<file path="src/rtl/mem_arbiter.sv">
// rtl/mem_arbiter.sv - two-port req/gnt/rvalid arbiter in front of a single-port synchronous RAM
//
// Optional build macro: ARB_FIXED_PRIORITY_EN
//   defined   : port 0 always wins a tie (port 1 may starve)
//   undefined : round-robin tie break using last_grant
//
// Access sequence: IDLE -> GRANT -> (write) IDLE
//                  IDLE -> GRANT -> WAIT x READ_LATENCY -> RESP -> IDLE
// Every output is a flop. The values loaded on each edge are decoded from
// the current state and inputs, so gnt/mem_en appear in the cycle right
// after the request is sampled.

module mem_arbiter #(
    parameter int ADDR_WIDTH   = 32,
    parameter int DATA_WIDTH   = 32,
    parameter int READ_LATENCY = 1
) (
    input  logic                  clock,
    input  logic                  reset,

    input  logic                  req0,
    input  logic                  we0,
    input  logic [ADDR_WIDTH-1:0] addr0,
    input  logic [DATA_WIDTH-1:0] wdata0,
    output logic                  gnt0,
    output logic                  rvalid0,
    output logic [DATA_WIDTH-1:0] rdata0,

    input  logic                  req1,
    input  logic                  we1,
    input  logic [ADDR_WIDTH-1:0] addr1,
    input  logic [DATA_WIDTH-1:0] wdata1,
    output logic                  gnt1,
    output logic                  rvalid1,
    output logic [DATA_WIDTH-1:0] rdata1,

    output logic                  mem_en,
    output logic                  mem_we,
    output logic [ADDR_WIDTH-1:0] mem_addr,
    output logic [DATA_WIDTH-1:0] mem_wdata,
    input  logic [DATA_WIDTH-1:0] mem_rdata,

    output logic                  busy
);

    // Counter reload value: WAIT lasts READ_LATENCY cycles (counts down to 0).
    localparam logic [2:0] LAT_LOAD = 3'(READ_LATENCY - 1);

    typedef enum logic [1:0] {
        IDLE  = 2'd0,
        GRANT = 2'd1,
        WAIT  = 2'd2,
        RESP  = 2'd3
    } state_t;

    state_t state;
    state_t state_nxt;

    // Access bookkeeping latched when a request is accepted.
    logic       winner;     // 0: port 0 owns the access, 1: port 1
    logic       lat_we;     // latched write/read of the accepted request
    logic [2:0] count;      // remaining WAIT cycles before mem_rdata is valid

    // Arbitration decode.
    logic any_req;
    logic tie_pick;
    logic sel;
    logic sel_we;
    logic take;
    logic done_wait;

    // Next values for the registered outputs.
    logic                  gnt0_nxt;
    logic                  gnt1_nxt;
    logic                  rvalid0_nxt;
    logic                  rvalid1_nxt;
    logic                  mem_en_nxt;
    logic                  mem_we_nxt;
    logic [ADDR_WIDTH-1:0] mem_addr_nxt;
    logic [DATA_WIDTH-1:0] mem_wdata_nxt;
    logic                  busy_nxt;

`ifdef ARB_FIXED_PRIORITY_EN
    // Port 0 has precedence on every tie.
    assign tie_pick = 1'b0;
`else
    // Port that did not win last time gets the tie; reset value makes port 0 win first.
    logic last_grant;
    assign tie_pick = ~last_grant;
`endif

    assign any_req   = req0 | req1;
    assign sel       = (req0 && req1) ? tie_pick : req1;
    assign sel_we    = sel ? we1 : we0;
    assign take      = (state == IDLE) && any_req;
    assign done_wait = (state == WAIT) && (count == 3'd0);

    // State register
    always_ff @(posedge clock or posedge reset) begin
        if (reset) begin
            state <= IDLE;
        end else begin
            state <= state_nxt;
        end
    end

    // Next-state decode; requests are only looked at in IDLE
    always_comb begin
        state_nxt = state;
        case (state)
            IDLE:    if (any_req) state_nxt = GRANT;
            GRANT:   state_nxt = lat_we ? IDLE : WAIT;
            WAIT:    if (count == 3'd0) state_nxt = RESP;
            RESP:    state_nxt = IDLE;
            default: state_nxt = IDLE;
        endcase
    end

    // Output decode: values the output flops take on the coming edge
    always_comb begin
        gnt0_nxt      = take && !sel;
        gnt1_nxt      = take && sel;
        mem_en_nxt    = take;
        mem_we_nxt    = take && sel_we;
        mem_addr_nxt  = '0;
        mem_wdata_nxt = '0;
        if (take) begin
            mem_addr_nxt  = sel ? addr1  : addr0;
            mem_wdata_nxt = sel ? wdata1 : wdata0;
        end
        rvalid0_nxt   = done_wait && !winner;
        rvalid1_nxt   = done_wait && winner;
        busy_nxt      = (state_nxt != IDLE);
    end

    // Access bookkeeping: winner, latched direction, latency countdown, round-robin history
    always_ff @(posedge clock or posedge reset) begin
        if (reset) begin
            winner <= 1'b0;
            lat_we <= 1'b0;
            count  <= 3'd0;
`ifdef ARB_FIXED_PRIORITY_EN
`else
            last_grant <= 1'b1;
`endif
        end else begin
            if (take) begin
                winner <= sel;
                lat_we <= sel_we;
`ifdef ARB_FIXED_PRIORITY_EN
`else
                last_grant <= sel;
`endif
            end
            if (state == GRANT) begin
                count <= LAT_LOAD;
            end else if ((state == WAIT) && (count != 3'd0)) begin
                count <= count - 3'd1;
            end
        end
    end

    // Output flops; read data is captured on the last WAIT cycle and held until the next read on that port
    always_ff @(posedge clock or posedge reset) begin
        if (reset) begin
            gnt0      <= 1'b0;
            gnt1      <= 1'b0;
            rvalid0   <= 1'b0;
            rvalid1   <= 1'b0;
            rdata0    <= '0;
            rdata1    <= '0;
            mem_en    <= 1'b0;
            mem_we    <= 1'b0;
            mem_addr  <= '0;
            mem_wdata <= '0;
            busy      <= 1'b0;
        end else begin
            gnt0      <= gnt0_nxt;
            gnt1      <= gnt1_nxt;
            rvalid0   <= rvalid0_nxt;
            rvalid1   <= rvalid1_nxt;
            mem_en    <= mem_en_nxt;
            mem_we    <= mem_we_nxt;
            mem_addr  <= mem_addr_nxt;
            mem_wdata <= mem_wdata_nxt;
            busy      <= busy_nxt;
            if (done_wait && !winner) begin
                rdata0 <= mem_rdata;
            end
            if (done_wait && winner) begin
                rdata1 <= mem_rdata;
            end
        end
    end

endmodule

</file>
<file path="config.mk">
export PLATFORM = sky130hd
export DESIGN_NAME = mem_arbiter
export DESIGN_NICKNAME = d
export VERILOG_FILES = /design/src/rtl/mem_arbiter.sv
export SDC_FILE = /design/constraint.sdc
export NUM_CORES = 1
export LEC_CHECK = 0
export ABC_AREA = 1
export CAP_MARGIN = 25
export CORE_MARGIN = 2
export CORE_UTILIZATION = 37
export CTS_BUF_LIST = sky130_fd_sc_hd__clkbuf_8
export CTS_CLUSTER_SIZE = 28
export DETAILED_ROUTE_END_ITERATION = 8
export PLACE_DENSITY = 0.76
export SYNTH_ARGS = -nofsm -noshare
export SYNTH_HDL_FRONTEND = slang
export SYNTH_SLANG_ARGS = --single-unit
</file>
<file path="constraint.sdc">
create_clock -name clock -period 7.75 [get_ports clock]
set_input_delay 1.55 -clock clock [delete_from_list [all_inputs] [get_ports clock]]
set_output_delay 1.55 -clock clock [all_outputs]
set_load 0.02 [all_outputs]
</file>
# Word level (Yosys, flattened, before mapping)
# Index checks and enable logic that the tools add are counted.
# word_totals
out_inout_bits	135
input_bits	166
regBits	143
elab_cells	50
# op_classes
bitwise	2
muxes	12
addsub	1
eq_ne	3
reduce_logical	16
# op_table
cell	count
$mux W32	4
$logic_and A1 B1 Y1	9
$pmux W2 S4	1
$mux W2	3
$mux W3	2
$eq A2 B2 Y1 const B	2
$reduce_bool A2 Y1	2
$logic_not A3 Y1	1
$reduce_bool A3 Y1	1
$sub A3 B1 Y3 const B	1
$eq A2 B1 Y1 const B	1
$logic_not A1 Y1	2
$logic_not A2 Y1	1
$mux W1	2
$not A1 Y1	1
$or A1 B1 Y1	1

# Depth between registers and ports, before layout
# Gate-level depths: netlist (run 1).
# depth
ltp_word	4
mapped_depth	8
ltp_nobuf	7

# Worst setup path before layout (run 1)
# OpenSTA, ideal clock, no wires.
# synth_path
path_type	input to register
start	input port req1
end	register mem_addr[0]
path_buffers	1
setup_time_ns	0.136
required_time_ns	7.614
cell_stages	3
path_slack_ns	5.480
arrival_ns	2.134
path_cell_list	o21ai_2 > clkbuf_1 > a21oi_1
# synth_via
elab_chain_len	4
word_cells_on_any_way	6
cone_classes	mux (3); bitwise (1); reduce/logical (2)
# synth_rtl
item	line	text
from (decl)	29	input logic req1,
$logic_and A1 B1 Y1	93	assign sel = (req0 && req1) ? tie_pick : req1;
$mux W1	93	
$mux W32	128	mem_addr_nxt = sel ? addr1 : addr0;
$mux W32 *	127	if (take) begin
named net mem_addr_nxt[0]	79	logic [ADDR_WIDTH-1:0] mem_addr_nxt;
to (signal assigned)	184	mem_addr <= mem_addr_nxt;
to (decl)	39	output logic [ADDR_WIDTH-1:0] mem_addr,
# Mark *: on every way through the listed nets, which the timed path passes. The rest lies on a longest branch.
# A chain may end at the register's enable or synchronous reset.

# Final worst setup path (run 1)
# layout_path
start	input port req0
end	register last_grant
# layout_via
elab_chain_len	2
word_cells_on_any_way	4
cone_classes	mux (1); bitwise (1); reduce/logical (2)
# layout_rtl
item	line	text
from (decl)	21	input logic req0,
$logic_and A1 B1 Y1 or $or A1 B1 Y1 (tied branches)	93, 92	
$mux W1 or $logic_and A1 B1 Y1 (tied branches)	93, 95	
to (signal assigned)	152	last_grant <= sel;
to (decl)	88	logic last_grant;
# Parallel ways exist; a longest one is shown, timed or not.

==> results of run 1 <==
-- state kept, by name (all words and copies together) (netlist names) --
| signal | count |
|---|---|
| count | 3 |
| mem_wdata | 32 |
| lat_we | 1 |
| gnt0 | 1 |
| mem_we | 1 |
| mem_addr | 32 |
| gnt1 | 1 |
| rdata1 | 32 |
| last_grant | 1 |
| state | 2 |
| mem_en | 1 |
| rvalid1 | 1 |
| rdata0 | 32 |
| winner | 1 |
| busy | 1 |
| rvalid0 | 1 |
-- logic make-up after synthesis --
group	after synthesis
flops	143
fa+ha+maj	2
buf+inv	63
compound gates	68
simple gates	352
xor+xnor	1
-- Yosys cell counts, drive strengths merged --
cell type	count
a21oi	65
buf	35
clkbuf	13
dfrtp	142
dfstp	1
ha	2
inv	15
nand2	215
nand3	133
nor2	4
o211ai	1
o21ai	2
xor2	1
-- area by class of cell --
cell class	count	area [um^2]
sequential	143	3580
inverter	15	61.3
multi-input combinational	423	1890
clock inverter	13	233
antenna	1	2.50
tap	188	235
fill	1313	5870
clock buffer	19	262
timing repair buffer	310	3070
-- worst register-to-register path: stages (launching register included) --
cell and delay, ns:
dfrtp_1 0.38, inv_1 0.10, ha_1 0.17, nand2_1 0.10
nor2_4 0.08, buf_4 0.50, nand2_1 0.36, buf_4 0.33
nand2_1 0.12, nand2_1 0.06
-- metal layers --
layer | GRT usage | share of wire | routed length, um
met1 | 0.259 | 0.38 | 6980
met2 | 0.388 | 0.51 | 9450
met3 | 0.0960 | 0.095 | 1760
met4 | 0.0716 | 0.018 | 342
met5 | 0 | 0 | 0
-- stage by stage --
stage | area, um^2 | instances | utilization | setup slack, ns | power, mW
2_1_floorplan | 5760 | 629 | - | 2.36 | 1.96
3_3_place_gp | 8840 | 1079 | 0.581 | 4.00 | 2.72
3_5_place_dp | 8840 | 1079 | 0.581 | 3.95 | 2.74
4_1_cts | 9330 | 1111 | 0.614 | 4.43 | 3.48
5_1_grt | 9340 | 1112 | 0.614 | 4.26 | 3.66
6_report | 9340 | 1112 | 0.614 | 4.37 | 3.44
-- power breakdown --
part	switching, mW	leakage [nW]	internal [mW]
sequential	0.127	1.84	1.02
clock	0.295	0.235	0.434
combinational	0.898	2.25	0.665
total	1.32	4.33	2.12
-- worst paths after layout --
path	startpoint	slack (ns)	cells after the start	end
setup / recovery	req0	4.37	8	last_grant$_DFFE_PP1P_
min in group asynchronous	reset	1.61	2	rdata0[25]$_DFFE_PP0P_
hold reg to reg	rdata1[15]$_DFFE_PP0P_	0.47	2	rdata1[15]$_DFFE_PP0P_
setup reg to reg	count[0]$_DFFE_PP0P_	5.44	9	rdata0[13]$_DFFE_PP0P_
hold / removal	rdata1[15]$_DFFE_PP0P_	0.47	2	rdata1[15]$_DFFE_PP0P_
max in group asynchronous	reset	4.82	3	gnt0$_DFF_PP0_
==> results.json, run 1 <==
{
  "grt_pass1_wl_mm": 28.7,
  "die_h_um": 129,
  "cts_resized": 0,
  "tightest_slew_ns": 0.810,
  "outcome": "finished clean",
  "path_delay_family": "buffers and inverters",
  "cts-root-buf": "clkbuf_8",
  "final_cell_mix": "299 x clkdlybuf4s50_1, 212 x nand2_1, 142 x dfrtp_1",
  "hold_viol_final": 0,
  "hold_class": "reg2reg",
  "setup_tns_ns": 0,
  "setup_viol": 0,
  "vias": 5514,
  "syn_area_per_cell_um2": 9.15,
  "drv_slew": 0,
  "path_clk_slew_ns": 0.08,
  "remaining_drc_errors": 0,
  "worstPathMaxFanout": 66,
  "clock-sinks": 143,
  "viasPerCell": 4.96,
  "drive_gt1_frac": 0.0563,
  "initial_core_util": 0.379,
  "synthDistinctLibCells": 19,
  "yosys.area_share.simple": 0.260,
  "synthAdderAreaFrac": 0.00435,
  "clockBufferDepth": 2,
  "cp_slowest_cell": "buf_4",
  "firstDrtPassIters": 4,
  "ys_seq_area_frac": 0.622,
  "period_share": 0.437,
  "rows": 45,
  "grt_overflow_total": 0,
  "peakVddDrop_v": 0.000224,
  "postCtsSetupRepairBufs": 0,
  "grt_max_degree": 83,
  "htreeDepth": 4,
  "path_buf_inv": 4,
  "powerDensity_nw_per_um2": 369,
  "yosys-mux-area-fraction": 0,
  "io_buffers": 300,
  "rsz0062_at_grt": "no",
  "syn_nets": 797,
  "cts_made_buffers": 17,
  "yosysWarnings": 0,
  "synth_top_family_by_area": "simple AND/OR/NAND/NOR gates",
  "coreArea_um2": 15200,
  "cts_hold_buf": 0,
  "synth-xor-area-share": 0.00152,
  "synth_area_um2": 5760,
  "synth_compound_area_frac": 0.0602,
  "dp_hpwl_mm": 12.9,
  "nNetsFinal": 1078,
  "io_pins": 301,
  "finalCriticalPeriod_ns": 3.38,
  "cp-end-kind": "register",
  "dieArea_um2": 16600,
  "finalClockSkew_ns": 0.00912,
  "hold_slack_ns": 0.473,
  "ant_nets": 0,
  "leakage_nw": 4.33,
  "ys_ff_latch": 143,
  "syn-instance-count": 629,
  "max_freq_mhz": 295,
  "drt-initial-drc-count": 369,
  "grtUsageTotal": 0.227,
  "place.gp.congestion": 0.821,
  "grt_pass1_vias": 5395,
  "worstSkewPairLatency_ns": 0.45,
  "cp_cell_sequence": "clkdlybuf4s50_1, nand2_2, buf_4, nand2_2, buf_4, nor2_1, inv_1, nand2_1",
  "final_common_cell": "clkdlybuf4s50_1",
  "critical_path_required_ns": 8.14,
  "antenna_found_initial": 1,
  "wl_mm": 18.5,
  "cts_tree": "done",
  "maxCapViolations": 0,
  "critPathMaxStageDelay_ns": 0.53,
  "critPathLaunchType": "primary input",
  "yosys-top-cells-area": "dfrtp_1 62%, nand2_1 14%, nand3_1 12%, a21oi_1 5.7%, buf_2 2.3%",
  "critPathKind": "in2reg",
  "relSlewSlack": 0.460,
  "post_drt_wl_per_cell_um": 16.7,
  "die_x_um": 129,
  "crit_arrival_ns": 3.77,
  "synth_area_leader_cell": "dfrtp_1",
  "synth_top_area_share": 0.617,
  "synthToLayoutAreaGrowth_pct": 62.2
}
Power figures use the tool's default switching activity.
==> run 2, diff against run 1 <==
Clock period 7.75 ns to 3.33 ns, I/O delays scaled along.
==> run 2 against run 1 <==
Combinational power up 140%. Clock skew up 0.0023 ns. Clock power up 110%. Register-to-register slack worse by 3.9 ns. Critical path type is now reg2out. Clock-buffer cell count down 1. Global-route usage down 0.10 points. Via count down 0.74%. Highest routed layer unchanged. Worst hold slack worse by 0.0014 ns. First-iteration DRC count down 27%. Critical path depth down 7.
==> results.json, run 2 (synthesized netlist as in run 1, its figures left out) <==
{
  "p_sw_frac": 0.390,
  "remaining_drc_errors": 0,
  "rsz0062_at_grt": "no",
  "hold_class": "reg2reg",
  "cts_hold_buf": 0,
  "powerDensity_nw_per_um2": 839,
  "io_pins": 301,
  "nNetsFinal": 1083,
  "peakVddDrop_v": 0.000459,
  "firstDrtPassIters": 4,
  "place.gp.congestion": 0.841,
  "clockBufferDepth": 2,
  "finalClockSkew_ns": 0.0114,
  "leakage_nw": 4.34,
  "relSlewSlack": 0.550,
  "io_buffers": 300,
  "worst_slack_ns": 1.20,
  "critPathMaxStageDelay_ns": 0.64,
  "wl_mm": 18.5,
  "postCtsSetupRepairBufs": 0,
  "met3_wirelength_mm": 1.83,
  "path_clk_slew_ns": 0.08,
  "cts-root-buf": "clkbuf_8",
  "met1Wirelength_mm": 6.83,
  "final_area_um2": 9350,
  "dp_slack_ns": 0.947,
  "finalCriticalPeriod_ns": 2.13,
  "final_cell_mix": "299 x clkdlybuf4s50_1, 212 x nand2_1, 142 x dfrtp_1",
  "hold_viol_final": 0,
  "dr_wl_met2_mm": 9.22,
  "initial_core_util": 0.379,
  "path_buf_inv": 1,
  "place_area_um2": 8910,
  "worstSkewPairLatency_ns": 0.45,
  "clock-sinks": 143,
  "critical_path_required_ns": 2.66,
  "rows": 45,
  "cts_resized": 0,
  "ant_nets": 0,
  "dieArea_um2": 16600,
  "critPathLaunchType": "register",
  "tightest_slew_ns": 0.675,
  "grt_pass1_wl_mm": 28.5,
  "drive_gt1_frac": 0.0603,
  "coreArea_um2": 15200,
  "cp_cell_sequence": "clkdlybuf4s50_1",
  "path_delay_family": "buffers and inverters",
  "maxCapViolations": 0,
  "post_drt_wl_per_cell_um": 16.5,
  "setup_viol": 0,
  "grt_max_degree": 66,
  "cp_slowest_cell": "clkdlybuf4s50_1",
  "outcome": "finished clean",
  "drt-initial-drc-count": 268,
  "final_common_cell": "clkdlybuf4s50_1",
  "max_freq_mhz": 470,
  "period_share": 0.639,
  "critPathKind": "reg2out",
  "cts_tree": "done",
  "setup_tns_ns": 0,
  "antenna_cells": 0,
  "grt_pass1_vias": 5504,
  "worstPathMaxFanout": 1,
  "cts_made_buffers": 17,
  "die_h_um": 129,
  "drv_slew": 0,
  "comb_power_share": 0.468,
  "synthToLayoutAreaGrowth_pct": 62.5,
  "grt_overflow_total": 0,
  "grtUsageTotal": 0.226,
  "top_layer": "met4",
  "cp-end-kind": "output port",
  "crit_arrival_ns": 1.46,
  "antenna_found_initial": 0,
  "htreeDepth": 4,
  "vias": 5473,
  "pwr-share-seq": 0.340,
  "p_sw_mw": 3.06,
  "viasPerCell": 4.90,
  "clkPwrFrac": 0.192,
  "die_x_um": 129,
  "utilization": 0.615,
  "dp_hpwl_mm": 13.1,
  "p_int_mw": 4.79
}
run 2: changes by cell type in the layout (fill, tap and decap cells not counted), sizes merged:
cell / change
clkinv: +6
inv: -2
bufinv: -2
clkbuf: -1
buf: +5
diode: -1
clkinvlp: -1
run 2: final timing paths:
| path | from | slack [ns] | depth (start not counted) | to |
|---|---|---|---|---|
| min in group asynchronous | reset | 0.60 | 2 | mem_wdata[31]$_DFF_PP0_ |
| max in group asynchronous | reset | 1.96 | 3 | last_grant$_DFFE_PP1P_ |
| min reg2reg | rdata1[28]$_DFFE_PP0P_ | 0.47 | 2 | rdata1[28]$_DFFE_PP0P_ |
| max reg2reg | count[0]$_DFFE_PP0P_ | 1.56 | 7 | rdata0[10]$_DFFE_PP0P_ |
| max | mem_wdata[27]$_DFF_PP0_ | 1.20 | 1 | mem_wdata[27] |
| min | rdata1[28]$_DFFE_PP0P_ | 0.47 | 2 | rdata1[28]$_DFFE_PP0P_ |
run 2: power groups by stage:
stage / clock network [mW] / registers [mW] / logic (mW)
after floorplan: 0 / 3.44 / 1.12
after global placement: 0 / 2.68 / 3.67
after detailed placement: 0 / 2.71 / 3.70
after CTS: 1.55 / 2.68 / 3.71
after global routing: 1.63 / 2.74 / 3.98
final: 1.51 / 2.67 / 3.67
run 2: layout make-up:
type / instances / area (um^2)
Clock buffer: 18 / 248
Clock inverter: 14 / 193
Fill cell: 1304 / 5850
Inverter: 15 / 60.1
Multi-Input combinational cell: 423 / 1890
Sequential cell: 143 / 3580
Tap cell: 188 / 235
Timing Repair Buffer: 315 / 3150
run 2: through the flow:
step	cells	hold WS, ns	power, mW
floorplan	629	0.447	4.57
global placement	1084	0.452	6.35
detailed placement	1084	0.457	6.40
CTS	1116	0.477	7.94
global route	1116	0.492	8.35
finish	1116	0.471	7.84
run 2: metal layers:
metal  vias up  GRT usage
met5         -          0
li1       2624          -
met3        39     0.0936
met4         0      0.105
met2       243      0.380
met1      2567      0.251
==> run 3, diff against run 2 <==
Settings changed: PLACE_DENSITY 0.76 to 0.79.
Clock period 3.33 ns to 1.78 ns, I/O delays scaled along.
==> run 3 against run 2 <==
Utilization rose by 0.76 points. Routed wire length fell by 1.5%. Sequential share of layout area fell by 0.47 points. Cell count rose by 0.18%. Design area rose by 1.2%. Clock skew barely moved. Global-route usage fell by 0.93 points. Critical path depth did not move. Clock power rose by 52%. Clock-buffer cell count rose by 1. Die area did not move. Power rose by 76%. Critical endpoint is now mem_wdata[13]. Largest power group unchanged. Highest routed layer is now met5.
==> results.json, run 3 (synthesized netlist as in run 1, its figures left out) <==
{
  "outcome": "finished clean",
  "critPathMaxStageDelay_ns": 0.60,
  "final_common_cell": "nand2_1",
  "max_freq_mhz": 581,
  "drive_gt1_frac": 0.0602,
  "critical_path_required_ns": 1.42,
  "setup_viol": 0,
  "die_h_um": 129,
  "cp_cell_sequence": "clkdlybuf4s50_1",
  "hold_class": "in2async",
  "viasPerCell": 4.94,
  "worstReg2RegStart": "count[0]$_DFFE_PP0P_",
  "tightest_slew_ns": 0.500,
  "crit_arrival_ns": 1.36,
  "nNetsFinal": 1088,
  "die_x_um": 129,
  "place.gp.congestion": 0.840,
  "worstRegToRegCells": 8,
  "relSlewSlack": 0.667,
  "synthToLayoutAreaGrowth_pct": 64.5,
  "path_clk_slew_ns": 0.08,
  "drv_slew": 0,
  "final_cell_mix": "212 x nand2_1, 172 x clkdlybuf4s50_1, 142 x dfrtp_1",
  "critPathKind": "reg2out",
  "coreArea_um2": 15200,
  "finalClockSkew_ns": 0.0111,
  "powerDensity_nw_per_um2": 1460,
  "power.total_mw": 13.8,
  "remaining_drc_errors": 0,
  "rr_endpoint": "rdata0[15]$_DFFE_PP0P_",
  "antenna_cells": 0,
  "clock-sinks": 143,
  "grt_pass1_vias": 5384,
  "period_share": 0.967,
  "reg2reg_slack_ns": 0.30,
  "cts-root-buf": "clkbuf_8",
  "cts_tree": "done",
  "peakVddDrop_v": 0.000568,
  "critPathLaunchType": "register",
  "grtUsageTotal": 0.217,
  "firstDrtPassIters": 5,
  "top_usage_layer": "met2",
  "path_buf_inv": 1,
  "wl_mm": 18.2,
  "rows": 45,
  "cp_slowest_cell": "clkdlybuf4s50_1",
  "hold_viol_final": 0,
  "grt_pass1_wl_mm": 27.7,
  "use_met3": 0.0948,
  "io_buffers": 300,
  "grtUsageMet1": 0.240,
  "finalCriticalPeriod_ns": 1.72,
  "cts_made_buffers": 17,
  "rsz0062_at_grt": "no",
  "post_drt_wl_per_cell_um": 16.3,
  "worstPathMaxFanout": 1,
  "dp_hpwl_mm": 12.7,
  "dieArea_um2": 16600,
  "grt_overflow_total": 0,
  "cts_hold_buf": 0,
  "ant_nets": 0,
  "cp-end-kind": "output port",
  "drt-initial-drc-count": 274,
  "htreeDepth": 4,
  "dp_slack_ns": 0.0746,
  "vias": 5525,
  "use_met2": 0.376,
  "leakage_nw": 5.50,
  "path_delay_family": "buffers and inverters",
  "maxCapViolations": 0,
  "io_pins": 301,
  "grt_max_degree": 86,
  "antenna_found_initial": 0,
  "clockBufferDepth": 2,
  "initial_core_util": 0.379,
  "worstSkewPairLatency_ns": 0.43,
  "worst_slack_ns": 0.0591,
  "hold_slack_ns": 0.356
}
## run 3: cell types whose count changed in the layout (fill, tap and decap cells not counted)
| cell | delta |
|---|---|
| buf_4 | -2 |
| clkdlybuf4s50_1 | -127 |
| dlygate4sd2_1 | +60 |
| dlymetal6s2s_1 | +67 |
| clkinv_4 | -5 |
| buf_12 | +7 |
| bufinv_16 | -3 |
| inv_1 | +2 |
| clkinv_2 | +2 |
| clkbuf_8 | +1 |
## run 3: what timing repair did
action / 4_1_cts / 5_1_grt
setup buffers: 0 / 0
gates resized for setup: 60 / 67
endpoints found under the setup margin: 60 / 67
pin swaps: 0 / 0
## run 3: worst max-delay path by stage
stage                         endpoint  depth (start not counted)               startpoint  slack (ns)
floorplan               busy$_DFF_PP0_                          1                    reset       -0.37
finish                   mem_wdata[13]                          1  mem_wdata[13]$_DFF_PP0_        0.06
global route               mem_addr[9]                          1    mem_addr[9]$_DFF_PP0_      0.0003
detailed placement  lat_we$_DFFE_PP0P_                          8                     req0        0.07
CTS                          rdata0[2]                          1    rdata0[2]$_DFFE_PP0P_      0.0004
global placement    lat_we$_DFFE_PP0P_                          8                     req0        0.09
## run 3: layout make-up
cell class | count | area [um^2]
multi-input cells | 423 | 1890
clock inverters | 10 | 76.3
well taps | 188 | 235
inverters | 15 | 60.1
repair buffers | 320 | 3370
fillers | 1331 | 5730
flip-flops and latches | 143 | 3580
clock buffers | 19 | 262
## run 3: power by group
group / switching, mW / total [mW] / leakage, nW / internal (mW)
sequential: 0.509 / 4.96 / 1.84 / 4.45
combinational: 3.93 / 6.55 / 3.48 / 2.62
clock: 1.17 / 2.30 / 0.183 / 1.13
## run 3: per-layer routing
metal  wire length [um]  vias to the layer above
met1               6650                     2609
li1                   -                     2633
met2               9350                      257
met3               1810                       24
met5                  6                        -
met4                359                        2
## run 3: per-stage QoR
stage	utilization	std cells	TNS [ns]	area, um^2
final	0.623	1118	0	9470
after global routing	0.623	1118	0	9470
after CTS	0.612	1118	0	9300
after detailed placement	0.595	1089	0	9040
after global placement	0.595	1089	0	9040
after floorplan	-	629	-52.01	5760
